<file path="src/rtl/axi_rd_arb_pkg.sv">
// Shared types and constants for the two-port AXI4 read arbiter.
// The optional stall watchdog is enabled in the top with AXI_RD_ARB_TIMEOUT_EN.
package axi_rd_arb_pkg;

    typedef enum logic [1:0] {
        IDLE = 2'd0,
        ADDR = 2'd1,
        DATA = 2'd2
    } state_t;

    typedef logic req_id_t;

    localparam req_id_t REQ_IFETCH = 1'b0;
    localparam req_id_t REQ_LOAD   = 1'b1;

    localparam logic [1:0] RESP_OKAY   = 2'b00;
    localparam logic [1:0] RESP_SLVERR = 2'b10;

endpackage

</file>
<file path="src/rtl/rr_arbiter2.sv">
// Two-way round-robin arbiter: bit 0 is the fetch port, bit 1 the load port.
// On a tie, the port that did not win last time gets the grant.
module rr_arbiter2
    import axi_rd_arb_pkg::*;
(
    input  logic [1:0] i_req,
    input  req_id_t    i_last,
    output logic [1:0] o_grant_onehot
);

    always_comb begin
        o_grant_onehot = 2'b00;
        case (i_req)
            2'b01:   o_grant_onehot = 2'b01;
            2'b10:   o_grant_onehot = 2'b10;
            2'b11:   o_grant_onehot = (i_last == REQ_LOAD) ? 2'b01 : 2'b10;
            default: o_grant_onehot = 2'b00;
        endcase
    end

endmodule

</file>
<file path="src/rtl/axi_rd_arbiter.sv">
// Shares one AXI4 read master between the fetch (I) and load (D) ports, one burst at a time.
// Optional stall watchdog: define AXI_RD_ARB_TIMEOUT_EN; otherwise TIMEOUT is tied low.
module axi_rd_arbiter
    import axi_rd_arb_pkg::*;
#(
    parameter int ADDR_W         = 32,
    parameter int DATA_W         = 32,
    parameter int TIMEOUT_CYCLES = 1024
) (
    input  logic              ACLK,
    input  logic              ARESET,
    input  logic [ADDR_W-1:0] DRAM_BASE,

    input  logic              I_ARVALID,
    output logic              I_ARREADY,
    input  logic [ADDR_W-1:0] I_ARADDR,
    input  logic [7:0]        I_ARLEN,
    output logic              I_RVALID,
    input  logic              I_RREADY,
    output logic [DATA_W-1:0] I_RDATA,
    output logic [1:0]        I_RRESP,
    output logic              I_RLAST,

    input  logic              D_ARVALID,
    output logic              D_ARREADY,
    input  logic [ADDR_W-1:0] D_ARADDR,
    input  logic [7:0]        D_ARLEN,
    output logic              D_RVALID,
    input  logic              D_RREADY,
    output logic [DATA_W-1:0] D_RDATA,
    output logic [1:0]        D_RRESP,
    output logic              D_RLAST,

    output logic              M_ARVALID,
    input  logic              M_ARREADY,
    output logic [ADDR_W-1:0] M_ARADDR,
    output logic [7:0]        M_ARLEN,
    output logic              M_ARID,
    input  logic              M_RVALID,
    output logic              M_RREADY,
    input  logic [DATA_W-1:0] M_RDATA,
    input  logic [1:0]        M_RRESP,
    input  logic              M_RLAST,
    input  logic              M_RID,

    output logic              BUSY,
    output logic              OWNER,
    output logic              TIMEOUT
);

    if (TIMEOUT_CYCLES < 1 || TIMEOUT_CYCLES > 65535) begin : g_badTimeoutCycles
        $error("TIMEOUT_CYCLES must fit the 16-bit stall counter");
    end

    state_t            r_state;
    logic [ADDR_W-1:0] r_araddr;
    logic [7:0]        r_arlen;
    req_id_t           r_arid;
    req_id_t           r_lastGrant;
    req_id_t           r_owner;

    logic              w_isIdle;
    logic              w_inAddr;
    logic              w_inData;
    logic [1:0]        w_req;
    logic [1:0]        w_grant;
    logic              w_accept;
    req_id_t           w_grantId;
    logic [ADDR_W-1:0] w_grantAddr;
    logic [7:0]        w_grantLen;
    logic              w_arHandshake;
    logic              w_rHandshake;
    logic              w_ownerRready;
    logic              w_selI;
    logic              w_selD;

    assign w_isIdle = (r_state == IDLE);
    assign w_inAddr = (r_state == ADDR);
    assign w_inData = (r_state == DATA);

    // Requests are only visible to the arbiter in IDLE, so nobody is accepted mid-burst.
    assign w_req = w_isIdle ? {D_ARVALID, I_ARVALID} : 2'b00;

    rr_arbiter2 u_rrArbiter (
        .i_req          (w_req),
        .i_last         (r_lastGrant),
        .o_grant_onehot (w_grant)
    );

    assign w_accept    = |w_grant;
    assign w_grantId   = w_grant[1] ? REQ_LOAD : REQ_IFETCH;
    assign w_grantAddr = (w_grantId == REQ_LOAD) ? D_ARADDR : I_ARADDR;
    assign w_grantLen  = (w_grantId == REQ_LOAD) ? D_ARLEN  : I_ARLEN;

    assign I_ARREADY = w_grant[0];
    assign D_ARREADY = w_grant[1];

    assign w_arHandshake = w_inAddr & M_ARREADY;
    assign w_ownerRready = (r_owner == REQ_LOAD) ? D_RREADY : I_RREADY;
    assign w_rHandshake  = w_inData & M_RVALID & w_ownerRready;

    always_ff @(posedge ACLK or posedge ARESET) begin
        if (ARESET) begin
            r_state     <= IDLE;
            r_araddr    <= '0;
            r_arlen     <= '0;
            r_arid      <= REQ_IFETCH;
            r_lastGrant <= REQ_LOAD;
            r_owner     <= REQ_IFETCH;
        end else begin
            case (r_state)
                IDLE: begin
                    if (w_accept) begin
                        // The base is sampled at the grant; a carry out of the sum is dropped.
                        r_araddr    <= DRAM_BASE + w_grantAddr;
                        r_arlen     <= w_grantLen;
                        r_arid      <= w_grantId;
                        r_lastGrant <= w_grantId;
                        r_owner     <= w_grantId;
                        r_state     <= ADDR;
                    end
                end
                ADDR: begin
                    if (w_arHandshake) begin
                        r_state <= DATA;
                    end
                end
                DATA: begin
                    if (w_rHandshake && M_RLAST) begin
                        r_state <= IDLE;
                    end
                end
                default: r_state <= IDLE;
            endcase
        end
    end

    assign M_ARVALID = w_inAddr;
    assign M_ARADDR  = r_araddr;
    assign M_ARLEN   = r_arlen;
    assign M_ARID    = r_arid;
    assign M_RREADY  = w_inData & w_ownerRready;

    // The R channel reaches only the owner; the other port sees an idle, zeroed channel.
    assign w_selI = w_inData & (r_owner == REQ_IFETCH);
    assign w_selD = w_inData & (r_owner == REQ_LOAD);

    assign I_RVALID = w_selI & M_RVALID;
    assign I_RDATA  = w_selI ? M_RDATA : '0;
    assign I_RRESP  = w_selI ? M_RRESP : RESP_OKAY;
    assign I_RLAST  = w_selI & M_RLAST;

    assign D_RVALID = w_selD & M_RVALID;
    assign D_RDATA  = w_selD ? M_RDATA : '0;
    assign D_RRESP  = w_selD ? M_RRESP : RESP_OKAY;
    assign D_RLAST  = w_selD & M_RLAST;

    assign BUSY  = ~w_isIdle;
    assign OWNER = r_owner;

`ifdef AXI_RD_ARB_TIMEOUT_EN
    localparam logic [15:0] TIMEOUT_LIMIT = 16'(TIMEOUT_CYCLES);

    logic [15:0] r_stallCnt;
    logic        r_timeout;

    // Counts cycles without channel progress; the flag only reports, it never alters the FSM.
    always_ff @(posedge ACLK or posedge ARESET) begin
        if (ARESET) begin
            r_stallCnt <= '0;
            r_timeout  <= 1'b0;
        end else if (w_isIdle || w_arHandshake || w_rHandshake) begin
            r_stallCnt <= '0;
        end else if (r_stallCnt != 16'hFFFF) begin
            r_stallCnt <= r_stallCnt + 16'd1;
            if (r_stallCnt + 16'd1 == TIMEOUT_LIMIT) begin
                r_timeout <= 1'b1;
            end
        end
    end

    assign TIMEOUT = r_timeout;
`else
    assign TIMEOUT = 1'b0;
`endif

    a_ridMatch : assert property (@(posedge ACLK) disable iff (ARESET)
        (w_inData && M_RVALID) |-> (M_RID == r_arid));

    a_arStable : assert property (@(posedge ACLK) disable iff (ARESET)
        (w_inAddr && !M_ARREADY) |=> ($stable(M_ARADDR) && $stable(M_ARLEN) && $stable(M_ARID)));

    a_grantOnehot : assert property (@(posedge ACLK) disable iff (ARESET)
        $onehot0(w_grant));

endmodule
</file>
<file path="config.mk">
export PLATFORM = sky130hd
export DESIGN_NAME = axi_rd_arbiter
export DESIGN_NICKNAME = d
export VERILOG_FILES = /design/src/rtl/axi_rd_arb_pkg.sv /design/src/rtl/rr_arbiter2.sv /design/src/rtl/axi_rd_arbiter.sv
export SDC_FILE = /design/constraint.sdc
export NUM_CORES = 1
export LEC_CHECK = 0
export CORE_UTILIZATION = 35
export CTS_CLUSTER_DIAMETER = 80
export DETAILED_ROUTE_END_ITERATION = 6
export PLACE_DENSITY = 0.83
export SLEW_MARGIN = 5
export SYNTH_ARGS = -nofsm -noshare
export SYNTH_HDL_FRONTEND = slang
export SYNTH_SLANG_ARGS = --single-unit
</file>
<file path="constraint.sdc">
create_clock -name ACLK -period 2.9 [get_ports ACLK]
set_input_delay 0.58 -clock ACLK [delete_from_list [all_inputs] [get_ports ACLK]]
set_output_delay 0.58 -clock ACLK [all_outputs]
set_load 0.1 [all_outputs]
</file>
Word level (Yosys, flattened, before mapping). Cells that the tools add are included.

Output and inout port bits: 120. Input bits: 156. Register bits: 44.

Equal/unequal tests: 8. Reductions and logical operators: 5. Muxes and demuxes: 15. Add/subtract/negate cells: 1. Bitwise operators: 12.

Operators by type and width (count): $mux W32 (3); $add A32 B32 Y32 (1); $mux W2 (7); $pmux W2 S3 (2); $and A1 B1 Y1 (10); $mux W8 (1); $eq A2 B2 Y1 const B (3); $ne A2 B1 Y1 const B (3); $eq A2 B1 Y1 const B (2); $reduce_and A3 Y1 (1); $logic_not A2 Y1 (1); $mux W1 (2); $not A1 Y1 (2); $reduce_and A2 Y1 (1); $reduce_or A2 Y1 (1); $logic_and A1 B1 Y1 (1).

Longest topological paths before layout.
Depth in word-level cells: 7. Mapped depth: 16. Mapped depth without buffers: 15.

Cells and area by module. A second synthesis with hierarchy kept.

Cells, all modules: 550. Area, all modules: 4450.5 um^2.

By module, submodules not included: axi_rd_arbiter (cells an instance 547, area an instance 4431.8 um^2, times used 1); rr_arbiter2 (cells an instance 3, area an instance 18.8 um^2, times used 1).

Worst setup path before layout. OpenSTA, ideal clock, no wires.

Path type: input port to flip-flop. Start: input port I_ARVALID. End: register r_araddr[31] (netlist: M_ARADDR[31]). Arrival: 3.847 ns. Path buffers: 2. Setup slack: -1.033 ns. Stages: 14. Path through: nand2_1 > nand3_1 > inv_1 > buf_1 > nand2_1 > nand2_1 > ha_1 > clkbuf_1 > nand2_1 > or3_1 > o221a_2 > or2_2 > o311a_1 > o211ai_1.

Longest elaborated chain between the ends: 6. Elaborated cells between the ends (all ways): 10. Classes of those cells: 1 x add/sub; 3 x eq/ne; 4 x mux; 2 x reduce/logical.

Ends and longest elaborated chain: start: declaration (RTL line axi_rd_arbiter.sv:14) `input logic I_ARVALID,`; $mux W2 (*) (RTL line axi_rd_arbiter.sv:82) `assign w_req = w_isIdle ? {D_ARVALID, I_ARVALID} : 2'b00;`; $eq A2 B2 Y1 or $eq A2 B1 Y1 (tied branches) (RTL line rr_arbiter2.sv:13) `case (i_req)`; $pmux W2 S3 (*) (RTL line rr_arbiter2.sv:13); net D_ARREADY (RTL line axi_rd_arbiter.sv:25) `output logic D_ARREADY,`; $mux W1 (RTL line axi_rd_arbiter.sv:91) `assign w_grantId = w_grant[1] ? REQ_LOAD : REQ_IFETCH;`; $mux W32 (RTL line axi_rd_arbiter.sv:92) `assign w_grantAddr = (w_grantId == REQ_LOAD) ? D_ARADDR : I_ARADDR;`; $add A32 B32 Y32 (RTL line axi_rd_arbiter.sv:115) `r_araddr <= DRAM_BASE + w_grantAddr;`; end signal: assignment (RTL line axi_rd_arbiter.sv:115); end: declaration (RTL line axi_rd_arbiter.sv:56) `logic [ADDR_W-1:0] r_araddr;`.

Mark *: on every way through the listed nets, which the timed path passes. The rest lies on a longest branch. A chain may end at the register's enable or synchronous reset.

Worst setup path after layout.
Start: register r_lastGrant. End: register r_araddr[8] (netlist: M_ARADDR[8]).

Longest elaborated chain between the ends: 5. Elaborated cells between the ends (all ways): 7. Classes of those cells: 1 x add/sub; 4 x mux; 2 x reduce/logical.

Ends and longest elaborated chain: start: declaration (RTL line axi_rd_arbiter.sv:59) `req_id_t r_lastGrant;`; start signal: assignment (RTL line axi_rd_arbiter.sv:118) `r_lastGrant <= w_grantId;`; $mux W2 (*) (RTL line rr_arbiter2.sv:16) `2'b11: o_grant_onehot = (i_last == REQ_LOAD) ? 2'b01 : 2'b10;`; $pmux W2 S3 (*) (RTL line rr_arbiter2.sv:13); $mux W1 (RTL line axi_rd_arbiter.sv:91); $mux W32 (RTL line axi_rd_arbiter.sv:92); $add A32 B32 Y32 (RTL line axi_rd_arbiter.sv:115).

Every way passes the cells marked *; elsewhere a longest branch is shown, timed or not.

==> results.cfg <==
[drt]
m1WireLength_um = 7907
detailedRoute.firstIterationViolations = 655
wl_per_cell_um = 21.14
viasPerCell = 5.700
met3_length_um = 2308
top_layer_used = met4
drc = 0
antenna_left = 0
drtPass1Iterations = 5
via_count = 6732
wl_met2_um = 12350
wirelength_um = 24970

[timing]
final-max-slew-violation-count = 0
hold_violations = 0
fmax_mhz = 311.5
period_share = 1.107
rsz0062_at_grt = yes
holdWs_ns = 0.4977
worstMarginPinSlew_ns = 0.6455
setup-violations-final = 25
relSlewSlack = 0.5696
fin_crit_ns = 3.210
skew_ns = 0.008496
timing.final.ws_setup_ns = -0.3105

[setup_path]
cp_max_fo = 4
crit_cells = 18
slowest_stage = dfstp_2
cpPeakStageDelay_ns = 0.55
crit_chain = nand2_2, nand3_4, buf_6, buf_16, nand2_4, nand2_4, ha_4, buf_6, inv_4, fa_2, nor2b_2, o2111ai_2, buf_4, nand2_2, a21o_1, a21oi_2, xor2_1, o21ai_1
cp.required_ns = 3.05
critPathTopFamily = buffers and inverters
critical_path_class = register to register
arrival_ns = 3.36
cp_num_buf_inv = 5
startpoint_type = register
r2r_cells = 18
endpoint_kind = register

[clocking]
cts-root-buf = clkbuf_16
htree_levels = 2
clkTransAtPathRegs_ns = 0.07
cts_inserted_buffers = 5
clockBufferDepth = 2
insertion_delay_ns = 0.29
cts_tree = yes
cts.sinks = 44

[synthesis]
synth_fp_nets = 811
synth-compound-area-share = 0.2221
synth.top_cell.area_share = 0.2406
ys_seq_area_frac = 0.2464
synthAdderAreaFrac = 0.09958
ys_seq_elements = 44
synth_top_family_by_area = simple AND/OR/NAND/NOR gates
async_flop_share = 1.000
synthMuxAreaShare = 0.02014
ys_types = 58
synth_edf_count = 0
syn_area_per_cell_um2 = 7.215
syn_area_um2 = 4473
synth_xor_xnor_area_share = 0.04112
ys.flop_type = dfrtp_1
yosys.area.top_type = dfrtp_1
synthSimpleGateAreaFrac = 0.3317
syn_inst = 620
synth_area_leaders = dfrtp_1, nand2_1, and2_1
yosysWarnings = 0

[power_and_ir_drop]
power.density_nw_per_um2 = 1108
peakVddDrop_mv = 0.5900
power_leakage_uw = 0.004469

[layout]
area_delta_synth_final_pct = 119.9
final_area_um2 = 9834
finish.utilization = 0.8053
fin_nets = 1199
drive_gt1_frac = 0.3826

[grt]
grt_usage = 0.3182
grt-ovfl-total = 0
grt_pass1_vias = 6384
grt_max_degree = 47
grt_first_pass_wirelength_um = 32310
antenna_found_initial = 4

[floorplanning]
coreArea_um2 = 12210
die_area_um2 = 13240
rows = 40
die_h_um = 115.1
pin_count = 276
die_x_um = 115.1
initial_core_util = 0.3663

[placed_design]
hpwlAfterDp_um = 16660
place_ws_ns = -0.7455
place_congestion = 0.9573
dpl_cell_area_um2 = 8886
io_buffer_count = 273

[hold_path]
hp-class = register to register
worst_hold_path.num_cells = 2

[outcome]
status = complete, but fails checks
violations = setup timing

[flow_run]
cap_violations = 0
==> routing by layer <==
| metal | vias to the layer above | track usage |
|---|---|---|
| met1 | 3087 | 0.3263 |
| met4 | 0 | 0.2390 |
| met2 | 544 | 0.5715 |
| li1 | 2915 | - |
| met3 | 186 | 0.06642 |
| met5 | - | 0 |
==> through the flow <==
| stage | TNS [ns] | instances | power [uW] |
|---|---|---|---|
| finish | -4.825 | 1181 | 10890 |
| global placement | -11.45 | 1142 | 9080 |
| CTS | -0.4842 | 1162 | 10150 |
| detailed placement | -14.17 | 1142 | 9223 |
| global route | -7.581 | 1181 | 11240 |
| floorplan | -0.04819 | 620 | 6511 |
==> path summary, 6_finish.rpt <==
kind	start	to	slack (ns)
worst max register to register	r_lastGrant	M_ARADDR[8]	-0.31
worst max-delay path	r_lastGrant	M_ARADDR[8]	-0.31
worst min-delay path	M_ARADDR[22]	M_ARADDR[22]	0.50
max in group asynchronous	ARESET	M_ARADDR[15]	1.68
min in group asynchronous	ARESET	M_ARADDR[30]	0.79
worst min register to register	M_ARADDR[22]	M_ARADDR[22]	0.50
==> kinds of logic (layout without fill, tap and decap cells) <==
family | Yosys count | after routing
buf+inv | 43 | 432
flops | 44 | 44
fa+ha+maj | 35 | 35
simple gates | 316 | 316
other cells | 1 | 5
xor+xnor | 21 | 21
mux | 9 | 9
compound gates | 151 | 151
==> final cells by class <==
cell class / count / area [um^2]
tap: 168 / 210.2
antenna: 4 / 10.01
clock inverter: 2 / 35.03
inverter: 11 / 51.30
sequential: 44 / 1102
clock buffer: 6 / 128.9
fill: 702 / 2377
timing repair buffer: 413 / 4533
multi-input combinational: 533 / 3764
==> tightest hold or removal path: stages (launching register included) <==
cell and delay [ns]:
dfrtp_1 0.35, nand2_1 0.05, o21ai_1 0.06
==> power by group <==
group	leakage [uW]	internal, uW	switching, uW
registers	0.000527	933	239
clock network	0.0000809	406	259
logic	0.00386	3010	6050
total	0.00447	4350	6550
==> cells in the mapped netlist (2+ instances only) <==
| library cell | instances |
|---|---|
| clkbuf_1 | 25 |
| buf_1 | 4 |
| a211oi_1 | 8 |
| dfrtp_1 | 43 |
| nand2_1 | 155 |
| inv_1 | 11 |
| nand2b_1 | 8 |
| o21ai_0 | 45 |
| xor2_1 | 8 |
| and4_1 | 2 |
| or2_2 | 4 |
| nand4_1 | 8 |
| a2bb2oi_1 | 2 |
| ha_1 | 34 |
| xnor2_1 | 13 |
| o21a_1 | 6 |
| and2_1 | 74 |
| o311a_1 | 2 |
| nand3_1 | 10 |
| a211o_1 | 4 |
| a21o_1 | 11 |
| o211a_1 | 2 |
| and3_1 | 3 |
| and3b_1 | 2 |
| nor2_1 | 39 |
| buf_4 | 2 |
| mux2i_1 | 9 |
| nor3_1 | 7 |
| o31ai_1 | 5 |
| o211ai_1 | 6 |
| a21oi_1 | 37 |
| a31oi_1 | 5 |
==> cells in the final DEF (no fill, tap or decap), types with 15 or more instances in the layout <==
cell,synthesis,routed
buf_4,2,170
clkdlybuf4s50_1,0,152
nand2_1,155,138
buf_12,0,78
and2_1,74,44
dfrtp_1,43,43
nor2_1,39,34
and2_2,0,30
o21ai_0,45,25
a21oi_1,37,25
ha_1,34,19
o21ai_1,1,17
ha_4,0,15
==> registers in the layout, indices dropped and copies added, names as in the netlist <==
| signal | count |
|---|---|
| M_ARADDR | 32 |
| M_ARID | 1 |
| M_ARLEN | 8 |
| r_lastGrant | 1 |
| r_state | 2 |
==> timing repair <==
item	4_1_cts	5_1_grt
hold buffers	0	0
gates cloned	2	0
resized for setup	46	81
setup buffers	10	15
pin swaps	18	36
setup endpoints to repair	24	24
endpoints found under the hold margin	0	0
Note: power is estimated with default switching activity, not from simulation.
